`config.mk`:
```
export PLATFORM = sky130hd
export DESIGN_NAME = tx_data_gen
export DESIGN_NICKNAME = d
export VERILOG_FILES = /design/src/rtl/tx_pkg.sv /design/src/rtl/pn_lfsr.sv /design/src/rtl/tx_data_gen.sv
export SDC_FILE = /design/constraint.sdc
export NUM_CORES = 1
export LEC_CHECK = 0
export BUFFER_PORTS_ARGS = -buffer_cell sky130_fd_sc_hd__buf_2
export CAP_MARGIN = 10
export CORE_UTILIZATION = 35
export CTS_CLUSTER_SIZE = 12
export DETAILED_ROUTE_END_ITERATION = 8
export PLACE_DENSITY = 0.58
export SYNTH_ARGS = -nofsm -noshare
export SYNTH_HDL_FRONTEND = slang
export SYNTH_SLANG_ARGS = --single-unit
```
`constraint.sdc`:
```
create_clock -name clk -period 3.2 [get_ports clk]
set_input_delay 0.16 -clock clk [delete_from_list [all_inputs] [get_ports clk]]
set_output_delay 0.16 -clock clk [all_outputs]
set_load 0.1 [all_outputs]
```
`src/rtl/tx_pkg.sv`:
```
// Shared definitions for the transmit test-payload source: mode codes, FSM states, PN taps.
// Latency: none (package only).
// Backpressure: not applicable.
package tx_pkg;

    localparam logic [3:0] MODE_BPSK = 4'b0001;
    localparam logic [3:0] MODE_QPSK = 4'b0010;
    localparam logic [3:0] MODE_MIX  = 4'b0100;

    typedef enum logic [2:0] {
        IDLE      = 3'd0,
        STREAM_B  = 3'd1,
        STREAM_Q  = 3'd2,
        BURST     = 3'd3,
        WAIT_SENT = 3'd4
    } tx_state_t;

    // Middle tap K of the trinomial x^N + x^K + 1 for each supported order.
    localparam int PN5_TAP = 3;
    localparam int PN4_TAP = 3;

    // Returns the middle tap for an LFSR order, or 0 when the order is unsupported.
    function automatic int pn_tap(input int order);
        int tap;
        tap = 0;
        case (order)
            5:       tap = PN5_TAP;
            4:       tap = PN4_TAP;
            default: tap = 0;
        endcase
        return tap;
    endfunction

endpackage

```
`src/rtl/pn_lfsr.sv`:
```
// Fibonacci PN generator, seeded all-ones, advancing one bit per step pulse.
// Latency: pn is the current MSB; it moves to the next sequence bit the cycle after step.
// Backpressure: the generator only moves when step is high, so stalls never skip a bit.
module pn_lfsr
    import tx_pkg::*;
#(
    parameter int N = 5
) (
    input  logic clk,
    input  logic rst,
    input  logic step,
    output logic pn
);

    localparam int TAP   = pn_tap(N);
    localparam int TAP_I = (TAP > 0) ? TAP - 1 : 0;

    generate
        if (TAP == 0) begin : g_bad_order
            $error("pn_lfsr: unsupported LFSR order");
        end
    endgenerate

    logic [N-1:0] sr_q;
    logic [N-1:0] sr_d;

    // Shift left, feeding back the XOR of the two trinomial taps into bit 0.
    always_comb begin
        sr_d = sr_q;
        if (step) begin
            sr_d = {sr_q[N-2:0], sr_q[N-1] ^ sr_q[TAP_I]};
        end
    end

    // Shift register state, all-ones seed on reset.
    always_ff @(posedge clk or posedge rst) begin
        if (rst) begin
            sr_q <= '1;
        end else begin
            sr_q <= sr_d;
        end
    end

    assign pn = sr_q[N-1];

endmodule

```
`src/rtl/tx_data_gen.sv`:
```
// Test-payload source (BPSK/QPSK streams or packetised mixed mode) feeding the Packetizer.
// Latency: first beat valid 1 cycle after leaving IDLE/WAIT_SENT; all outputs registered.
// Backpressure: output register reloads only when !tvalid || tready; a held beat stays stable.
// Optional feature: define TX_DATA_GEN_SEQ_EN for an incrementing-counter payload instead of PN.
module tx_data_gen
    import tx_pkg::*;
#(
    parameter int BYTES      = 1,
    parameter int LEN_W      = 16,
    parameter int PN_ORDER_I = 5,
    parameter int PN_ORDER_Q = 4,
    parameter int CNT_W      = 16
) (
    input  logic                 clk,
    input  logic                 rst,
    input  logic [3:0]           MODE_CTRL,
    input  logic [LEN_W-1:0]     payload_len_cfg,
    input  logic                 pkt_sent,
    output logic [BYTES*8-1:0]   data_tdata,
    output logic                 data_tvalid,
    input  logic                 data_tready,
    output logic                 data_tlast,
    output logic                 data_tuser,
    output logic [LEN_W-1:0]     payload_length,
    output logic [CNT_W-1:0]     pkt_count
);

    localparam int BITS = BYTES * 8;

    tx_state_t        state_q, state_d;
    logic [BITS-1:0]  tdata_q, tdata_d;
    logic             tvalid_q, tvalid_d;
    logic             tlast_q, tlast_d;
    logic             tuser_q, tuser_d;
    logic [LEN_W-1:0] len_q, len_d;
    logic [LEN_W-1:0] beat_cnt_q, beat_cnt_d;
    logic [CNT_W-1:0] pkt_cnt_q, pkt_cnt_d;
    logic             mix_bpsk_q, mix_bpsk_d;

    logic             load_en;
    logic             load_beat;
    logic             load_bpsk;
    logic             load_last;
    logic             step;
    logic [BITS-1:0]  bpsk_dat;
    logic [BITS-1:0]  qpsk_dat;
    logic             mix_arm;

    assign load_en = !tvalid_q || data_tready;
    assign mix_arm = (MODE_CTRL == MODE_MIX) && (payload_len_cfg != '0);

`ifdef TX_DATA_GEN_SEQ_EN
    logic [BITS-1:0] seq_q, seq_d;

    // Counting payload: one increment per loaded beat, wrapping naturally.
    always_comb begin
        seq_d    = step ? seq_q + BITS'(1) : seq_q;
        bpsk_dat = seq_q;
        qpsk_dat = seq_q;
    end

    // Counter register.
    always_ff @(posedge clk or posedge rst) begin
        if (rst) begin
            seq_q <= '0;
        end else begin
            seq_q <= seq_d;
        end
    end
`else
    logic pn_i;
    logic pn_q;

    pn_lfsr #(.N(PN_ORDER_I)) u_pn_i (
        .clk  (clk),
        .rst  (rst),
        .step (step),
        .pn   (pn_i)
    );

    pn_lfsr #(.N(PN_ORDER_Q)) u_pn_q (
        .clk  (clk),
        .rst  (rst),
        .step (step),
        .pn   (pn_q)
    );

    // Symbol formatting: BPSK replicates I, QPSK puts Q in the LSB.
    always_comb begin
        bpsk_dat = {BITS{pn_i}};
        qpsk_dat = {{(BITS-1){pn_i}}, pn_q};
    end
`endif

    // Next-state and output-register logic; a beat is loaded only on a load opportunity.
    always_comb begin
        state_d    = state_q;
        tdata_d    = tdata_q;
        tvalid_d   = tvalid_q;
        tlast_d    = tlast_q;
        tuser_d    = tuser_q;
        len_d      = len_q;
        beat_cnt_d = beat_cnt_q;
        pkt_cnt_d  = pkt_cnt_q;
        mix_bpsk_d = mix_bpsk_q;
        load_beat  = 1'b0;
        load_bpsk  = 1'b0;
        load_last  = 1'b0;
        step       = 1'b0;

        case (state_q)
            IDLE: begin
                if (load_en) begin
                    tvalid_d = 1'b0;
                    tlast_d  = 1'b0;
                end
                if (MODE_CTRL == MODE_BPSK) begin
                    state_d = STREAM_B;
                end else if (MODE_CTRL == MODE_QPSK) begin
                    state_d = STREAM_Q;
                end else if (mix_arm) begin
                    len_d      = payload_len_cfg;
                    beat_cnt_d = '0;
                    state_d    = BURST;
                end
            end

            STREAM_B, STREAM_Q: begin
                if (load_en) begin
                    if ((state_q == STREAM_B && MODE_CTRL == MODE_BPSK) ||
                        (state_q == STREAM_Q && MODE_CTRL == MODE_QPSK)) begin
                        load_beat = 1'b1;
                        load_bpsk = (state_q == STREAM_B);
                    end else begin
                        tvalid_d = 1'b0;
                        tlast_d  = 1'b0;
                        state_d  = IDLE;
                    end
                end
            end

            BURST: begin
                if (load_en) begin
                    if (tvalid_q && tlast_q) begin
                        // Last beat of the packet has just been accepted.
                        tvalid_d  = 1'b0;
                        tlast_d   = 1'b0;
                        pkt_cnt_d = pkt_cnt_q + CNT_W'(1);
                        state_d   = WAIT_SENT;
                    end else begin
                        load_beat  = 1'b1;
                        load_bpsk  = mix_bpsk_q;
                        load_last  = (beat_cnt_q == len_q - LEN_W'(1));
                        beat_cnt_d = beat_cnt_q + LEN_W'(1);
                    end
                end
            end

            WAIT_SENT: begin
                if (pkt_sent) begin
                    mix_bpsk_d = !mix_bpsk_q;
                    if (mix_arm) begin
                        len_d      = payload_len_cfg;
                        beat_cnt_d = '0;
                        state_d    = BURST;
                    end else begin
                        state_d = IDLE;
                    end
                end
            end

            default: begin
                state_d  = IDLE;
                tvalid_d = 1'b0;
                tlast_d  = 1'b0;
            end
        endcase

        if (load_beat) begin
            step     = 1'b1;
            tvalid_d = 1'b1;
            tlast_d  = load_last;
            tuser_d  = load_bpsk;
            tdata_d  = load_bpsk ? bpsk_dat : qpsk_dat;
        end
    end

    // State and output registers; reset aborts any packet without a tlast.
    always_ff @(posedge clk or posedge rst) begin
        if (rst) begin
            state_q    <= IDLE;
            tdata_q    <= '0;
            tvalid_q   <= 1'b0;
            tlast_q    <= 1'b0;
            tuser_q    <= 1'b0;
            len_q      <= '0;
            beat_cnt_q <= '0;
            pkt_cnt_q  <= '0;
            mix_bpsk_q <= 1'b1;
        end else begin
            state_q    <= state_d;
            tdata_q    <= tdata_d;
            tvalid_q   <= tvalid_d;
            tlast_q    <= tlast_d;
            tuser_q    <= tuser_d;
            len_q      <= len_d;
            beat_cnt_q <= beat_cnt_d;
            pkt_cnt_q  <= pkt_cnt_d;
            mix_bpsk_q <= mix_bpsk_d;
        end
    end

    assign data_tdata     = tdata_q;
    assign data_tvalid    = tvalid_q;
    assign data_tlast     = tlast_q;
    assign data_tuser     = tuser_q;
    assign payload_length = len_q;
    assign pkt_count      = pkt_cnt_q;

endmodule

```
## Word-level counts from Yosys, hierarchy flattened

Cells that the tools add are included.

- Flip-flop bits (word level): 66
- Bits of input ports: 24
- Output and inout port bits: 43
- Logic and storage cells: 103

- Add/subtract/negate cells: 3
- Equality and inequality tests: 23
- Multiplexer cells: 45
- Bitwise logic cells: 2
- Reductions and logical operators: 19

Operators by type and width:

| kind | count |
|---|---|
| $mux 16 | 10 |
| $pmux 16 s3 | 1 |
| $add 16x1->16 const B | 2 |
| $pmux 16 s2 | 1 |
| $mux 3 | 8 |
| $mux 1 | 20 |
| $ne 2x2->1 const B | 9 |
| $reduce_and 6->1 | 3 |
| $eq 16x16->1 | 1 |
| $reduce_bool 16->1 | 1 |
| $sub 16x1->16 const B | 1 |
| $ne 3x3->1 const B | 5 |
| $pmux 3 s4 | 1 |
| $eq 3x2->1 const B | 2 |
| $eq 4x1->1 const B | 1 |
| $eq 4x2->1 const B | 1 |
| $eq 4x3->1 const B | 1 |
| $logic_and 1x1->1 | 4 |
| $ne 4x4->1 const B | 1 |
| $pmux 1 s2 | 2 |
| $pmux 1 s4 | 1 |
| $reduce_and 4->1 | 1 |
| $eq 3x1->1 const B | 1 |
| $eq 3x3->1 const B | 1 |
| other kinds (10) | 13 |

## Longest topological paths before layout

Gate-level depths: netlist of run 1.

- Depth after elaboration: 8
- Gate-level depth with buffers: 9
- Depth with buffers taken out: 8

## Modules after synthesis

A second synthesis of run 1 with hierarchy kept.

- Cells, all modules: 369
- Area, all modules: 3,713.6 µm²

Modules (own cells, without submodules):

| module | times used | cells each | area each (µm²) | seq. area each (µm²) |
|---|---|---|---|---|
| tx_data_gen | 1 | 345 | 3,355.7 | 1,427.6 |
| pn_lfsr (u_pn_i) | 1 | 13 | 197.7 | 131.4 |
| pn_lfsr (u_pn_q) | 1 | 11 | 160.2 | 105.1 |

## Least setup slack after synthesis of run 1

No wires, ideal clock.

- Path kind: register to register
- Start point: reg len_q[2] (netlist: payload_length[2])
- End point: reg tlast_q (netlist: data_tlast)
- Arrival time: 2.844 ns
- Required time: 3.108 ns
- Slack: 0.264 ns
- Cell stages (with the launch flop): 8
- Clock period less this slack: 2.936 ns
- Cells stage by stage: dfrtp_1 > or3_4 > or4_1 > buf_2 > nor4_4 > a21oi_1 > or4_1 > o31ai_2

- Longest elaborated chain between the ends: 6

RTL lines:

| what | RTL line | RTL |
|---|---|---|
| start: declaration | tx_data_gen.sv:35 | `logic [LEN_W-1:0] len_q, len_d;` |
| start signal: assignment | tx_data_gen.sv:206 | `len_q <= len_d;` |
| $sub 16x1->16 | tx_data_gen.sv:153 | `load_last = (beat_cnt_q == len_q - LEN_W'(1));` |
| $eq 16x16->1 | tx_data_gen.sv:153 |  |
| $mux 1 | tx_data_gen.sv:144 | `if (tvalid_q && tlast_q) begin` |
| $mux 1 | tx_data_gen.sv:143 | `if (load_en) begin` |
| $mux 1 | tx_data_gen.sv:111 | `case (state_q)` |
| $mux 1 | tx_data_gen.sv:179 | `if (load_beat) begin` |
| end signal: assignment | tx_data_gen.sv:204 | `tlast_q <= tlast_d;` |
| end: declaration | tx_data_gen.sv:33 | `logic tlast_q, tlast_d;` |

No other way between the ends.
A chain may end at the register's enable or synchronous reset.

## Worst setup path in the final report of run 1

Same ends and word-level chain as after synthesis.

==> results by group, run 1 <==
Placement
  – Placed instance count: 561
  – DP Wirelength: 6.10 mm
  – Placed instance area: roughly 0.004 mm2
  – IO buf count: 66
  – GPL Wtd Cong: 0.870

Global routing
  – Largest net degree at the start of global routing: 34
  – Total GRT Usage: approximately 16%
  – Via count of the first global-routing pass: 2,831
  – Initial antenna violation count: 0
  – First-pass GRT wire length: 14.3 mm
  – Total congestion overflow: 0

Synthesis
  – Synth Warn #: 0
  – Post-Syn Area per Cell: 9.80 um2
  – Top cell type's share of synthesized area: a little under two fifths
  – Post-synthesis mux area share: between 7 and 8%
  – Post-Syn Area: ~0.0037 mm2
  – Main synth FF type: dfrtp_1
  – XOR/XNOR share of the synthesized area: 10.4%
  – Post-synth EDFFs: 0
  – Seq cells post-synth: 66
  – Simple-Gate Fraction of Synth Area: 21.0%
  – Largest family of logic cells by synthesized area: simple AND/OR/NAND/NOR gates
  – Async SR Flop Fraction: between 90% and 100%
  – Synth Instances: roughly 380
  – Compound-Gate Fraction of Synth Area: 10.7%
  – Syn nets: 404
  – Adder-Cell Fraction of Synth Area: under 10%
  – Cell variety after synth: 56
  – Post-synth top area cell: dfrtp_1
  – Synth area leaders: dfrtp_1 38%, xnor2_1 8.1%, dfstp_2 7.1%
  – Post-synthesis sequential area ratio: 45.1%

Cells and area
  – Footprint of the multi-input gates: 0.00186 mm2
  – Layout cells sized above 1: 30.3%
  – Nets: 464
  – Number of fillers in the final layout: 1,049
  – Antenna cell count: 0
  – FF+latch area: ~0.0017 mm2
  – Non-Filler Instances: 578
  – Final instance area: between 0.004 and 0.005 mm2
  – Synth-to-layout area growth: 17.6%

Setup path
  – Worst endpoint required time: 3.46 ns
  – R2r setup slk: 0.59 ns
  – CP endpoint kind: register
  – Crit path DAT: between 2 and 3 ns
  – CP max FO: 8
  – CP Class: reg2reg
  – Startpoint Class: register

Floorplanning
  – Top Ports: 67
  – Die Wd: 105 um
  – Initial Util: a little over a third
  – Row cnt: 37
  – Core area: between 0.01 and 0.015 mm2
  – Vert. Die Dim: ~100 um
  – Die ar.: 0.0110 mm2

Clock network
  – # Post-CTS Setup Buffers: 0
  – Worst-Skew Late Latency: 0.35 ns
  – Resized cells post-CTS: 0
  – Number of hold buffers added after cts: 1
  – CTS tree: done
  – CTS Buf Count: 9
  – CTS Sinks: 66
  – Clk buf depth: 2
  – CTS clk-pin slew, worst paths: about 0.08 ns
  – H-tree depth: 3
  – Clock root cell: clkbuf_8

Power and ir drop
  – NetSw: 2.07 mW
  – Peak supply drop: 772 uV
  – Comb pwr share: 47.4%
  – Power Dens Cells: 948 mW/mm2
  – Clock share of power: 19.7%
  – Switching Share: about 50%
  – Int Pwr: 2.04 mW
  – Seq pwr share: 33.0%
  – Pleak: 1.91 nW

STA
  – Pins over their slew limit: 0
  – Clock Skew: 0.0118 ns
  – Number of setup violations in the final report: 0
  – Max Fclk: 383 MHz
  – Total Neg Setup Slack: 0 ns
  – Worst Tran Pin Value: 0.975 ns
  – Final critical-path required period: around 2.6 ns
  – Period utilisation layout: 81.6%
  – Hold Fails Final Rpt: 0
  – Hold slack: between 0.03 and 0.04 ns
  – Slew HR: 33.3%
  – RSZ-0062 raised after global routing: false

Worst hold path
  – Worst Hold Class: in2reg

Outcome
  – Outcome: finished, final reports clean

Drt
  – Routed len/inst: about 14 um
  – Via Count: 2,990
  – Number of DRC markers in iteration 0: 116
  – Vias per inst: just over 5
  – ANT nets after route: 0
  – Post-Route WL: 8.35 mm
  – DRT Pass-1 Iters: 4
  – DRC: 0

Run
  – MaxCap Viol Count: 0
kinds of logic (layout without fill, tap and decap cells):
kind of cell	after synthesis	count (layout)
simple gates	147	147
flops	66	66
buf+inv	36	101
compound gates	57	57
fa+ha+maj	3	3
mux	24	24
xor+xnor	44	44
worst max-delay path: stages (launching register included):
cell and delay [ns]:
dfrtp_1 0.46, or3_4 0.43, or4_1 0.62, nor4_4 0.24, a21oi_1 0.09, or4_1 0.49
o31ai_2 0.19
sequential cells by signal, summed over array words and instances, names as in the netlist, 2 cells and up:
| register | flops |
|---|---|
| beat_cnt_q | 16 |
| payload_length | 16 |
| state_q | 3 |
| u_pn_q.sr_q | 4 |
| data_tdata | 2 |
| pkt_count | 16 |
| u_pn_i.sr_q | 5 |
metal layers:
| metal | GRT usage, % | wire [um] | vias to the layer above |
|---|---|---|---|
| met3 | 3.62 | 266 | 7 |
| met1 | 21.5 | 3960 | 1464 |
| met5 | 0 | 0 | - |
| met4 | 5.73 | 112 | 0 |
| met2 | 26.7 | 4020 | 53 |
| li1 | - | - | 1466 |
power by group through the flow:
stage	Combinational, mW	Sequential [mW]	Clock [mW]
floorplan	0.987	1.97	0
global placement	1.93	1.36	0
detailed placement	1.95	1.36	0
CTS	1.95	1.35	0.830
global route	2.09	1.40	0.865
finish	1.95	1.36	0.810
cells in the mapped netlist (all sizes together), types with 2 or more instances:
| cell type | count |
|---|---|
| and3 | 3 |
| o22ai | 3 |
| buf | 9 |
| clkbuf | 13 |
| dfrtp | 56 |
| or3 | 5 |
| a22o | 3 |
| nor4b | 2 |
| nor2 | 28 |
| inv | 14 |
| mux2i | 3 |
| nand3 | 16 |
| or4b | 2 |
| dfstp | 10 |
| nor4 | 12 |
| nand4 | 12 |
| mux2 | 21 |
| o41ai | 3 |
| and4 | 2 |
| or4 | 2 |
| nor3 | 16 |
| xor2 | 10 |
| o21ai | 17 |
| ha | 3 |
| nand3b | 2 |
| or2 | 4 |
| a21oi | 9 |
| o2bb2ai | 5 |
| nand2 | 37 |
| xnor2 | 34 |
| a31oi | 2 |
final timing paths:
path	endpoint	cells past startpoint	start
min in group asynchronous	pkt_count[15]	3	rst
hold reg to reg	pkt_count[15]	1	pkt_count[15]
setup / recovery	data_tlast	6	payload_length[2]
max in group asynchronous	payload_length[7]	4	rst
setup reg to reg	data_tlast	6	payload_length[2]
hold / removal	payload_length[6]	3	payload_len_cfg[6]
stage by stage:
| step | utilization [%] | setup WS (ns) | power, mW |
|---|---|---|---|
| finish | 42.3 | 0.589 | 4.12 |
| global route | 42.3 | 0.466 | 4.36 |
| CTS | 42.3 | 0.592 | 4.14 |
| detailed placement | 40.0 | 0.607 | 3.31 |
| global placement | 40.0 | 0.674 | 3.28 |
| floorplan | - | 0.264 | 2.96 |
area by class of cell:
cell class,instances,share of cell area (%)
inverter,14,1.21
timing repair buffer,71,8.53
sequential,66,38.3
clock buffer,10,3.17
multi-input combinational,275,42.8
tap,136,3.92
clock inverter,6,2.05
placed cells by master (no fill, tap or decap), types with 10 or more instances in the layout:
master,instances
nand3_1,16
nor4_1,11
dfrtp_1,56
buf_2,66
mux2_2,21
clkbuf_8,10
nand4_1,12
nor3_1,15
inv_1,13
xor2_1,10
nand2_1,37
dfstp_2,10
o21ai_0,17
xnor2_1,34
nor2_1,28
(Power assumes the default switching activity.)
==> run 2, diff against run 1 <==
Clock period 3.2 ns to 2.43 ns, I/O delays scaled along.
==> results by group, run 2 (same netlist as run 1, synthesis figures left out) <==
Floorplanning
  – Top Ports: 67 (unchanged)
  – Die ar.: 0.0110 mm2 (unchanged)
  – Row cnt: 37 (unchanged)
  – Vert. Die Dim: 105 um (unchanged)
  – Core area: 0.0103 mm2 (unchanged)
  – Die Wd: 105 um (unchanged)
  – Initial Util: 35.9% (unchanged)

STA
  – Final critical-path required period: 2.40 ns (-0.215 ns)
  – Slew HR: 67.7% (+34 points)
  – Worst Tran Pin Value: 0.472 ns (-0.504 ns)
  – Hold Fails Final Rpt: 0 (unchanged)
  – Clock Skew: 0.00914 ns (-0.00262 ns)
  – Period utilisation layout: 98.6% (+17 points)
  – Number of setup violations in the final report: 0 (unchanged)
  – Pins over their slew limit: 0 (unchanged)
  – Max Fclk: 417 MHz (+9.0%)
  – RSZ-0062 raised after global routing: false
  – Hold slack: 0.0132 ns (-0.0199 ns)

Setup path
  – CP endpoint kind: register
  – Worst endpoint required time: 2.68 ns (-0.78 ns)
  – Critical path cell sequence: or3_4 -> or3_2 -> a32oi_1 -> nand4_1 -> or4_4 -> o31ai_2
  – Slowest CP cell: or4_4
  – Startpoint Class: register
  – CP max FO: 5 (-3)
  – Reg2Reg Launch Point: payload_length[4]
  – CP Class: reg2reg
  – R2r setup slk: 0.03 ns (-0.55 ns)
  – Reg2reg end: data_tlast
  – Worst Reg2Reg Path Length in Cells: 6 (unchanged)
  – Crit path largest cell delay: 0.49 ns (-0.13 ns)
  – Crit path DAT: 2.65 ns (-0.22 ns)

Clock network
  – Clock root cell: clkbuf_8
  – CTS clk-pin slew, worst paths: 0.08 ns (about the same)
  – CTS tree: done
  – H-tree depth: 3 (unchanged)
  – CTS Sinks: 66 (unchanged)
  – # Post-CTS Setup Buffers: 0 (unchanged)
  – CTS Buf Count: 9 (unchanged)
  – Worst-Skew Late Latency: 0.35 ns (about the same)
  – Clk buf depth: 2 (unchanged)

Placement
  – DP Wirelength: 6.22 mm (+1.8%)
  – Placed instance area: 0.00423 mm2 (+3.0%)
  – IO buf count: 66 (unchanged)
  – GPL Wtd Cong: 0.812 (-6.7%)

Run
  – MaxCap Viol Count: 0 (unchanged)

Global routing
  – Total GRT Usage: 16.3% (-0.096 points)
  – Via count of the first global-routing pass: 2,931 (+3.5%)
  – First-pass GRT wire length: 14.2 mm (-0.25%)
  – Largest net degree at the start of global routing: 50 (+47%)
  – Initial antenna violation count: 0 (unchanged)
  – Total congestion overflow: 0 (unchanged)

Cells and area
  – Synth-to-layout area growth: 22.6%
  – Layout cells sized above 1: 33.6% (+3.2 points)
  – Antenna cell count: 0 (unchanged)
  – Highest-count cells in the layout ignoring fill and taps: 66 x buf_2, 50 x dfrtp_1, 37 x nand2_1
  – Nets: 478 (+3.0%)
  – Util after Layout: 44.1% (+1.8 points)
  – Commonest non-fill, non-tap cell in the layout: buf_2
  – Final instance area: 0.00453 mm2 (+4.3%)

Drt
  – DRT Pass-1 Iters: 5 (+1)
  – Vias per inst: 5.18 (+0.18%)
  – Routed len/inst: 14.3 um (-0.97%)
  – Via Count: 3,068 (+2.6%)
  – DRC: 0 (unchanged)
  – Post-Route WL: 8.47 mm (+1.4%)
  – Number of DRC markers in iteration 0: 147 (+27%)
  – ANT nets after route: 0 (unchanged)

Power and ir drop
  – Power Dens Cells: 1260 mW/mm2 (+33%)
  – Peak supply drop: 1020 uV (+32%)
  – Pleak: 1.99 nW (+4.3%)
  – Total power: 5.72 mW (+39%)

Worst hold path
  – Worst Hold Class: in2reg
  – Hold path start: payload_len_cfg[6]
  – Worst hold endpoint: payload_length[6]
  – WHS Path Cells: 3 (unchanged)

Outcome
  – Outcome: finished, final reports clean
[run 2: changes by cell type in the layout (fill, tap and decap cells not counted), moves of 2 or more]
cell           before  now
dfrtp_1            56   50
dlygate4sd3_1       1    4
or4_1               2    0
buf_4               4   13
clkinv_4            0    2
or4_4               0    2
dfrtp_2             0    6
buf_12              0    2
[run 2: critical path: cells and delay by family (launching register included)]
family          cells  cell delay, ns
compound gates      2            0.42
simple gates        4            1.48
flops               1            0.40
[run 2: worst max path at each step]
stage | start | endpoint | depth (start not counted)
2_1_floorplan | payload_length[4] | data_tlast | 7
3_5_place_dp | payload_length[0] | data_tlast | 8
3_3_place_gp | payload_length[4] | data_tlast | 6
6_report | payload_length[4] | data_tlast | 6
4_1_cts | payload_length[4] | data_tlast | 6
5_1_grt | payload_length[4] | data_tlast | 6
[run 2: area by class of cell]
type / count / area (um2)
fillers: 1017 / 5750
multi-input cells: 275 / 1880
flip-flops and latches: 66 / 1670
repair buffers: 85 / 508
well taps: 136 / 170
clock buffers: 10 / 128
clock inverters: 6 / 115
inverters: 14 / 52.6
[run 2: stage by stage]
step	TNS, ns	std cells	setup slack, ns
after detailed placement	-0.0294	572	-0.0294
after global placement	0	572	0.0895
final	0	592	0.0346
after floorplan	-0.858	377	-0.175
after global routing	0	592	0.00578
after CTS	0	592	0.0198
[run 2: report_power, final]
group,switching (mW),leakage [nW],internal [mW],total [mW]
logic,1.96,1.06,0.896,2.85
registers,0.382,0.818,1.34,1.72
clock network,0.458,0.117,0.686,1.14
[run 2: metal layers]
layer | wire length, um | global-route usage [%] | vias up
li1 | - | - | 1494
met1 | 3920 | 20.8 | 1479
met4 | 201 | 7.75 | 0
met3 | 294 | 3.93 | 17
met2 | 4060 | 26.0 | 78
met5 | 0 | 0 | -
[run 2: repair_timing]
| action | 4_1_cts | 5_1_grt |
|---|---|---|
| gates cloned | 0 | 0 |
| setup endpoints to repair | 1 | 1 |
| resized for setup | 1 | 2 |
| endpoints found under the hold margin | 10 | 0 |
| hold buffers | 4 | 0 |
| pin swaps | 0 | 1 |
==> run 3, diff against run 2 <==
Settings changed: ABC_AREA from default to 1.
==> results by group, run 3 <==
Outcome
  – Outcome: finished, final reports clean

Floorplanning
  – Die Wd: 109 um (+3.9%)
  – Core area: 0.0110 mm2 (+6.9%)
  – Top Ports: 67 (unchanged)
  – Row cnt: 38 (+2.7%)
  – Vert. Die Dim: 109 um (+3.9%)
  – Die ar.: 0.0118 mm2 (+7.9%)
  – Initial Util: 36.4% (+0.41 points)

Synthesis
  – Top cell type's share of synthesized area: 35.1% (-2.8 points)
  – Async SR Flop Fraction: 100% (unchanged)
  – Post-synth top area cell: dfrtp_1
  – Seq cells post-synth: 66 (unchanged)
  – Top cells by count, synth: 174 x nand2_1, 66 x inv_1, 64 x nor2_1
  – Synth area leaders: dfrtp_1 35%, nand2_1 16%, dfstp_2 6.6%
  – Cell variety after synth: 30 (-46%)
  – Synth Warn #: 0 (unchanged)
  – Post-synth EDFFs: 0 (unchanged)
  – Post-synthesis sequential area ratio: 41.7% (-3.4 points)
  – Synth Instances: 551 (+46%)
  – Syn nets: 578 (+43%)
  – Post-Syn Area per Cell: 7.25 um2 (-26%)
  – Main synth FF type: dfrtp_1
  – Most frequent cell after synthesis: nand2_1
  – Post-Syn Area: 0.00399 mm2 (+8.1%)

Placement
  – DP Wirelength: 7.05 mm (+13%)
  – Placed instance count: 744 (+30%)
  – GPL Wtd Cong: 0.876 (+7.8%)
  – IO buf count: 66 (unchanged)
  – Placed instance area: 0.00443 mm2 (+4.7%)

Global routing
  – Initial antenna violation count: 0 (unchanged)
  – Total GRT Usage: 17.3% (+1.0 points)
  – Total congestion overflow: 0 (unchanged)
  – Via count of the first global-routing pass: 3,387 (+16%)
  – First-pass GRT wire length: 15.6 mm (+9.9%)
  – Largest net degree at the start of global routing: 36 (-28%)

Power and ir drop
  – Pleak: 2.48 nW (+24%)
  – Power Dens Cells: 1370 mW/mm2 (+8.3%)
  – Peak supply drop: 1160 uV (+13%)

Run
  – MaxCap Viol Count: 0 (unchanged)

Clock network
  – Worst-Skew Late Latency: 0.34 ns (about the same)
  – CTS Sinks: 66 (unchanged)
  – CTS clk-pin slew, worst paths: 0.06 ns (-0.02 ns)
  – CTS Buf Count: 9 (unchanged)
  – Resized cells post-CTS: 0 (-1)
  – H-tree depth: 3 (unchanged)
  – Clock root cell: clkbuf_16
  – CTS tree: done
  – Clk buf depth: 2 (unchanged)

Drt
  – DRT Pass-1 Iters: 5 (unchanged)
  – DRC: 0 (unchanged)
  – Via Count: 3,548 (+16%)
  – ANT nets after route: 0 (unchanged)
  – Routed len/inst: 12.0 um (-16%)
  – Vias per inst: 4.66 (-10%)
  – Post-Route WL: 9.15 mm (+8.1%)
  – Number of DRC markers in iteration 0: 189 (+29%)

Setup path
  – Startpoint Class: register
  – Worst endpoint required time: 2.68 ns (about the same)
  – Buf+Inv Stages, Crit Path: 3 (+3)
  – CP Class: reg2reg
  – Crit path DAT: 2.36 ns (-0.29 ns)
  – CP endpoint kind: register
  – CP max FO: 16 (+11)
  – Crit path largest cell delay: 0.43 ns (-0.06 ns)
  – CP delay by family, top: simple AND/OR/NAND/NOR gates
  – Slowest CP cell: dfrtp_1
  – Critical path cell sequence: inv_2 -> nand3_4 -> clkinv_2 -> nand2_1 -> nand4_1 -> nor2_2 -> nand2_2 -> nor2_2 -> buf_4 -> nand2_1 -> o21ai_0

Cells and area
  – Layout cells sized above 1: 18.6% (-15 points)
  – Synth-to-layout area growth: 19.7%
  – Highest-count cells in the layout ignoring fill and taps: 174 x nand2_1, 66 x buf_2, 65 x inv_1
  – Final instance area: 0.00478 mm2 (+5.5%)
  – Non-Filler Instances: 762 (+29%)
  – Antenna cell count: 0 (unchanged)
  – Nets: 644 (+35%)
  – Commonest non-fill, non-tap cell in the layout: nand2_1

STA
  – Worst Tran Pin Value: 0.701 ns (+0.230 ns)
  – Number of setup violations in the final report: 0 (unchanged)
  – Final critical-path required period: 2.10 ns (-0.292 ns)
  – Period utilisation layout: 86.6% (-12 points)
  – Hold Fails Final Rpt: 0 (unchanged)
  – Slew HR: 53.2% (-15 points)
  – Clock Skew: 0.00939 ns (+0.000252 ns)
  – Pins over their slew limit: 0 (unchanged)
  – RSZ-0062 raised after global routing: false
  – Max Fclk: 475 MHz (+14%)
  – Hold slack: 0.00745 ns (-0.00571 ns)
  – Total Neg Setup Slack: 0 ns (unchanged)

Worst hold path
  – Worst Hold Class: in2reg
run 3: changes by cell type after synthesis, sizes merged, moves of 8 or more:
cell	before	now
o21ai	17	41
xor2	10	27
nor3	16	8
xnor2	34	12
nand3	16	35
nor2	28	71
mux2	21	0
clkbuf	13	3
nor4	12	0
inv	14	68
nand2	37	179
run 3: final timing paths:
| path | start | endpoint | slack (ns) | cells after the start |
|---|---|---|---|---|
| max | state_q[2] | payload_length[0] | 0.33 | 11 |
| min | payload_len_cfg[1] | payload_length[1] | 0.007 | 3 |
| max reg2reg | state_q[2] | payload_length[0] | 0.33 | 11 |
| min reg2reg | pkt_count[15] | pkt_count[15] | 0.47 | 1 |
| max in group asynchronous | rst | payload_length[8] | 1.36 | 4 |
| min in group asynchronous | rst | pkt_count[15] | 0.45 | 3 |
run 3: worst min-delay path, cell delays in order:
cell	delay (ns)
buf_2	0.09
nand2_1	0.04
o21ai_0	0.05
run 3: metrics by stage:
step,worst slack [ns],power (mW),util [%]
global placement,0.427,5.09,40.3
global route,0.0805,6.96,43.5
detailed placement,0.324,5.13,40.3
finish,0.326,6.53,43.5
floorplan,0.185,4.58,-
CTS,0.318,6.58,43.5
run 3: kinds of logic (layout without fill, tap and decap cells):
family / after synthesis / in the layout / share of synthesized area, %
DFF: 66 / 66 / 41.7
buffers and inverters: 86 / 157 / 9.28
adders and majority gates: 3 / 3 / 0.940
and+or+nand+nor: 307 / 307 / 33.1
xor gates and xnor gates: 39 / 39 / 8.56
AOI/OAI and AO/OA: 50 / 50 / 6.49
run 3: metal layers:
| layer | vias up | track usage [%] | routed length (um) |
|---|---|---|---|
| li1 | 1840 | - | - |
| met2 | 79 | 27.6 | 4170 |
| met5 | - | 0 | 0 |
| met3 | 12 | 3.29 | 340 |
| met4 | 0 | 7.72 | 161 |
| met1 | 1617 | 22.8 | 4480 |
run 3: area by class of cell:
| class | instances | area (um2) |
|---|---|---|
| inverter | 69 | 260 |
| multi-input combinational | 399 | 1960 |
| timing repair buffer | 72 | 393 |
| fill | 1125 | 6200 |
| tap | 140 | 175 |
| sequential | 66 | 1660 |
| clock buffer | 9 | 225 |
| clock inverter | 7 | 103 |
run 3: timing repair:
action,in CTS,in global routing
hold endpoints to repair,22,0
buffers inserted,0,0
hold buffers,2,0
run 3: power breakdown:
group	total (mW)	internal (mW)	switching, mW
Clock	1.43	0.906	0.522
Combinational	3.29	0.711	2.58
Sequential	1.82	1.46	0.359
Total	6.53	3.07	3.46
